`config.mk`:
```
export PLATFORM = sky130hd
export DESIGN_NAME = segment_hex_scan_flat
export DESIGN_NICKNAME = d
export VERILOG_FILES = /design/src/rtl/segment_hex_scan_if.sv /design/src/rtl/segment_hex_scan.sv /design/src/flat_wrapper.sv
export SDC_FILE = /design/constraint.sdc
export NUM_CORES = 1
export LEC_CHECK = 0
export BUFFER_PORTS_ARGS = -buffer_cell sky130_fd_sc_hd__buf_2
export CELL_PAD_IN_SITES_DETAIL_PLACEMENT = 1
export CELL_PAD_IN_SITES_GLOBAL_PLACEMENT = 1
export CORE_MARGIN = 2
export CORE_UTILIZATION = 40
export DETAILED_ROUTE_END_ITERATION = 10
export GPL_TIMING_DRIVEN = 0
export PLACE_DENSITY_LB_ADDON = 0.1
export SLEW_MARGIN = 20
export SYNTH_ARGS = -nofsm -noshare
export SYNTH_HDL_FRONTEND = slang
export SYNTH_SLANG_ARGS = --single-unit
```
`constraint.sdc`:
```
create_clock -name clk -period 6.26 [get_ports clk]
set_input_delay 0.939 -clock clk [delete_from_list [all_inputs] [get_ports clk]]
set_output_delay 0.939 -clock clk [all_outputs]
set_load 0.05 [all_outputs]
```
`src/rtl/segment_hex_scan_if.sv`:
```
// rtl/segment_hex_scan_if.sv - display register bundle feeding the hex scanner
interface segment_hex_scan_if #(
  parameter int NUM_DIGITS = 8
);
  logic [4*NUM_DIGITS-1:0] hex_input;
  logic [NUM_DIGITS-1:0]   dp_input;
  logic [NUM_DIGITS-1:0]   digit_en;
  logic                    lz_suppress;
  logic [3:0]              brightness;

  modport master (output hex_input, dp_input, digit_en, lz_suppress, brightness);
  modport slave  (input  hex_input, dp_input, digit_en, lz_suppress, brightness);
endinterface

```
`src/rtl/segment_hex_scan.sv`:
```
// rtl/segment_hex_scan.sv - time-multiplexed 7-segment hex driver with PWM and per-frame snapshot
module segment_hex_scan #(
  parameter int NUM_DIGITS   = 8,
  parameter int DIGIT_CYCLES = 512
) (
  input  logic                  clk,
  input  logic                  resetn,
  segment_hex_scan_if.slave     disp,
  output logic [7:0]            cathode_array,
  output logic [NUM_DIGITS-1:0] anode_array,
  output logic                  frame_tick
);
  localparam int          PW     = $clog2(DIGIT_CYCLES);
  localparam int          IW     = (NUM_DIGITS > 1) ? $clog2(NUM_DIGITS) : 1;
  localparam int unsigned SLOT16 = DIGIT_CYCLES / 16;

  logic [PW-1:0]           r_pres;
  logic [IW-1:0]           r_idx;
  logic [4*NUM_DIGITS-1:0] r_hex;
  logic [NUM_DIGITS-1:0]   r_dp;
  logic [NUM_DIGITS-1:0]   r_en;
  logic                    r_lz;
  logic [3:0]              r_bright;
  logic [7:0]              r_cathode;
  logic [NUM_DIGITS-1:0]   r_anode;
  logic                    r_frame_tick;

  logic                  w_slot_end;
  logic                  w_last_digit;
  logic                  w_wrap;
  logic [3:0]            w_nibble;
  logic [PW:0]           w_on;
  logic [NUM_DIGITS-1:0] w_sup;
  logic                  w_drive;
  logic [6:0]            w_seg;

  assign w_slot_end   = (r_pres == PW'(DIGIT_CYCLES - 1));
  assign w_last_digit = (r_idx == IW'(NUM_DIGITS - 1));
  assign w_wrap       = w_slot_end && w_last_digit;
  assign w_nibble     = r_hex[4*r_idx +: 4];
  assign w_on         = (PW+1)'((32'(r_bright) + 32'd1) * SLOT16);

  // A digit is blank-able only while it and everything above it is a bare zero.
  always_comb begin
    logic chain;
    w_sup = '0;
    chain = 1'b1;
    for (int i = NUM_DIGITS - 1; i >= 0; i--) begin
      chain = chain & (r_hex[4*i +: 4] == 4'h0) & ~r_dp[i];
      if (i > 0) w_sup[i] = chain;
    end
  end

  assign w_drive = r_en[r_idx] && ({1'b0, r_pres} < w_on) && !(r_lz && w_sup[r_idx]);

  always_comb begin
    w_seg = 7'h7F;
    case (w_nibble)
      4'h0: w_seg = 7'h40;
      4'h1: w_seg = 7'h79;
      4'h2: w_seg = 7'h24;
      4'h3: w_seg = 7'h30;
      4'h4: w_seg = 7'h19;
      4'h5: w_seg = 7'h12;
      4'h6: w_seg = 7'h02;
      4'h7: w_seg = 7'h78;
      4'h8: w_seg = 7'h00;
      4'h9: w_seg = 7'h10;
      4'hA: w_seg = 7'h08;
      4'hB: w_seg = 7'h03;
      4'hC: w_seg = 7'h46;
      4'hD: w_seg = 7'h21;
      4'hE: w_seg = 7'h06;
      4'hF: w_seg = 7'h0E;
      default: w_seg = 7'h7F;
    endcase
  end

  always_ff @(posedge clk) begin
    if (!resetn) begin
      r_pres       <= '0;
      r_idx        <= '0;
      r_hex        <= disp.hex_input;
      r_dp         <= disp.dp_input;
      r_en         <= disp.digit_en;
      r_lz         <= disp.lz_suppress;
      r_bright     <= disp.brightness;
      r_anode      <= '1;
      r_cathode    <= 8'hFF;
      r_frame_tick <= 1'b0;
    end else begin
      if (w_slot_end) begin
        r_pres <= '0;
        r_idx  <= w_last_digit ? '0 : r_idx + IW'(1);
      end else begin
        r_pres <= r_pres + PW'(1);
      end
      // Snapshot only at the frame boundary so a frame never mixes old and new values.
      if (w_wrap) begin
        r_hex    <= disp.hex_input;
        r_dp     <= disp.dp_input;
        r_en     <= disp.digit_en;
        r_lz     <= disp.lz_suppress;
        r_bright <= disp.brightness;
      end
      r_frame_tick <= w_wrap;
      if (w_drive) begin
        r_anode   <= ~(NUM_DIGITS'(1) << r_idx);
        r_cathode <= {~r_dp[r_idx], w_seg};
      end else begin
        r_anode   <= '1;
        r_cathode <= 8'hFF;
      end
    end
  end

  assign cathode_array = r_cathode;
  assign anode_array   = r_anode;
  assign frame_tick    = r_frame_tick;
endmodule

```
`src/flat_wrapper.sv`:
```
// flat-port wrapper written by rule: the top's interface ports become plain ports
module segment_hex_scan_flat 
#(
  parameter int NUM_DIGITS   = 8,
  parameter int DIGIT_CYCLES = 512
)
  (clk, resetn, cathode_array, anode_array, frame_tick, disp_hex_input, disp_dp_input, disp_digit_en, disp_lz_suppress, disp_brightness);
  segment_hex_scan_if #(.NUM_DIGITS(NUM_DIGITS)) disp_i ();
  input  logic clk;
  input  logic resetn;
  output logic [7:0] cathode_array;
  output logic [NUM_DIGITS-1:0] anode_array;
  output logic frame_tick;
  input wire logic [$bits(disp_i.hex_input)-1:0] disp_hex_input;
  input wire logic [$bits(disp_i.dp_input)-1:0] disp_dp_input;
  input wire logic [$bits(disp_i.digit_en)-1:0] disp_digit_en;
  input wire logic [$bits(disp_i.lz_suppress)-1:0] disp_lz_suppress;
  input wire logic [$bits(disp_i.brightness)-1:0] disp_brightness;
  assign disp_i.hex_input = disp_hex_input;
  assign disp_i.dp_input = disp_dp_input;
  assign disp_i.digit_en = disp_digit_en;
  assign disp_i.lz_suppress = disp_lz_suppress;
  assign disp_i.brightness = disp_brightness;
  segment_hex_scan #(.NUM_DIGITS(NUM_DIGITS), .DIGIT_CYCLES(DIGIT_CYCLES)) u_core (.clk(clk), .resetn(resetn), .disp(disp_i), .cathode_array(cathode_array), .anode_array(anode_array), .frame_tick(frame_tick));
endmodule
```
==> flow_summary.toml <==
[outcome]
outcome = "finished, final reports clean"

[place]
io_buffers = 71
hpwl_mm = 5.382
finalWeightedCongestion = 0.7481
dp.cells = 420

[global_routing]
grt_use_total = 0.1677
grt_pass1_wl_mm = 12.34
antenna_found_initial = 0
grt_overflow = 0
grt_pass1_vias = 2408
grt_max_degree = 55

[route]
vias_per_cell = 5.099
first_iter_violations = 59
routed_wl_mm = 7.293
post_drt_wl_per_cell_um = 16.73
drc = 0
vias = 2223
ant_nets = 0
dr.pass1.iters = 4

[layout]
layout.cells.non_filler = 436
ff_latch_area_mm2 = 0.002172
synthToLayoutAreaGrowth_pct = 19.86
fin_nets = 396
fillers = 892
fin_util = 0.4895
final_layout_size_suffix_gt1_frac = 0.3628
final_common_cell = "buf_2"
multiInputGateArea_mm2 = 0.001235
final_cell_mix = "buf_2 (75), edfxtp_1 (53), dfxtp_1 (29), ha_1 (18)"
num_antenna_cells = 0

[sta]
fmax_ghz = 0.3575
setup_tns_ns = 0
finalHoldViolations = 0
timing.final.crit_share = 0.4468
max_slew.worst_pin.slew_ns = 0.6892
setup_violations = 0
finalCriticalPeriod_ns = 2.797
relSlewSlack = 0.5405
rsz0062_at_grt = "no"
fin_skew_ns = 0.01550
drv_slew = 0

[critical_path]
critPathRequiredTime_ns = 6.49
cp_max_fo = 10
r2r_cells = 9
endpoint_kind = "flop"
r2r_start = "u_core.r_idx[1]"
start_kind = "flop"
cp.arrival_ns = 3.03
crit_type = "reg2reg"
r2r_slack_ns = 3.46
worstReg2RegEnd = "u_core.cathode_array[0]"

[logic_synthesis]
avgSynthCellArea_um2 = 14.56
synth-edff-count = 53
synth_fp_nets = 314
yosys.cell_types.count = 49
yosysSeqAreaShare = 0.6189
yosysTopAreaCellShare = 0.4535
synth-seq-cells = 82
async_flop_share = 0
ys_top_cells_by_area = "edfxtp_1 (45%), dfxtp_1 (17%), mux4_2 (7.7%)"
ys.warnings.count = 0
synthFlopType = "edfxtp_1"
netlist_area_mm2 = 0.003510
synth_cells = 241
synth_top_cell_by_area = "edfxtp_1"

[floorplanning]
start_util = 0.4084
rows = 34
die_height_um = 97.67
coreArea_mm2 = 0.008593
ioPinCount = 72
dieArea_mm2 = 0.009539
die_w_um = 97.67

[clock_tree]
clock-root-buffer = "clkbuf_8"
htree_levels = 3
cts_buffer_depth = 2
cts_made_buffers = 9
clock_latency_ns = 0.35
clkTransAtPathRegs_ns = 0.09
cts_tree = "yes"
postCtsSetupBuffers = 0
cts.sink_count = 82
holdBufCountCts = 0
cts_resized = 0

[power_and_ir_drop]
power_density_mw_per_mm2 = 257.4
total_leakage_power_nw = 1.648
peakVddDrop_uv = 160.4

[flow_run]
cap_violations = 0

[min_path]
worstHoldStart = "u_core.r_pres[0]"
hold_depth = 1
hold_end = "u_core.r_pres[0]"
hold_path_class = "reg2reg"
[sequential cells by signal (all words and copies together) (netlist names)]
| register | flops |
|---|---|
| u_core.r_hex | 32 |
| u_core.r_pres | 9 |
| u_core.anode_array | 8 |
| u_core.cathode_array | 8 |
| u_core.r_dp | 8 |
| u_core.r_en | 8 |
| u_core.r_bright | 4 |
| u_core.r_idx | 3 |
| u_core.frame_tick | 1 |
| u_core.r_lz | 1 |
[synth_stat cells (all sizes together) (5+ instances only)]
cell type,n
buf,9
dfxtp,29
edfxtp,53
ha,18
inv,10
mux2,5
mux2i,5
mux4,12
nand2,11
nand3,15
nand4,6
nor2,15
or4,5
xor2,5
[logic make-up (layout without fill, tap and decap cells)]
kind of cell | count (synthesis) | in the layout | share of synthesized area
adder cells (fa/ha/maj) | 18 | 18 | 0.06417
multiplexers | 22 | 22 | 0.1105
AO/OA/AOI/OAI | 22 | 22 | 0.04777
AND/OR/NAND/NOR | 68 | 68 | 0.1073
flip-flops | 82 | 82 | 0.6189
buffers and inverters | 21 | 108 | 0.03137
XOR/XNOR | 8 | 8 | 0.01997
[metrics by stage]
stage / hold slack [ns] / total power [W] / worst slack, ns / instance area, um2
global placement: 0.4327 / 0.0007067 / 2.948 / 4000
detailed placement: 0.4437 / 0.0007099 / 3.450 / 4008
CTS: 0.4644 / 0.001100 / 3.419 / 4207
finish: 0.4597 / 0.001083 / 3.463 / 4207
global route: 0.5098 / 0.001134 / 3.184 / 4207
floorplan: 0.4175 / 0.0006737 / 3.553 / 3510
[layout make-up]
class	instances	share of cell area
sequential	82	0.5164
multi-input combinational	138	0.2936
timing repair buffer	71	0.08447
tap	108	0.03212
clock buffer	9	0.02945
clock inverter	7	0.01785
buffer	11	0.01725
inverter	10	0.008923
[how the worst max path moves through the flow]
| stage | start | to | slack (ns) | cells past startpoint |
|---|---|---|---|---|
| 3_5_place_dp | u_core.r_idx[1] | u_core.cathode_array[0] | 3.45 | 9 |
| 3_3_place_gp | u_core.r_pres[0] | u_core.r_hex[0] | 2.95 | 7 |
| 4_1_cts | u_core.r_idx[1] | u_core.cathode_array[0] | 3.42 | 9 |
| 2_1_floorplan | u_core.r_pres[0] | u_core.r_bright[0] | 3.55 | 7 |
| 5_1_grt | u_core.r_idx[1] | u_core.cathode_array[0] | 3.18 | 9 |
| 6_report | u_core.r_idx[1] | u_core.cathode_array[0] | 3.46 | 9 |
[report_power, final]
group / switching [W] / internal [W]
Combinational: 0.0000463 / 0.0000351
Sequential: 0.0000120 / 0.000603
Clock: 0.000199 / 0.000188
Total: 0.000257 / 0.000826
[worst max-delay path: stages (launching register included)]
cell,delay [ns]
dfxtp_1,0.40
buf_6,0.18
buf_4,0.22
mux4_2,0.54
mux2i_2,0.34
inv_1,0.15
ha_1,0.27
or3b_1,0.38
o221ai_1,0.09
nand3_1,0.10
[layer usage]
metal	global-route usage	up-vias	routed length, um
met5	0	-	0
met2	0.2817	57	3722
met1	0.2123	1076	3156
met4	0.05128	0	73
met3	0.04532	6	340
li1	-	1084	-
No activity file was read; power rests on OpenSTA's default activity.
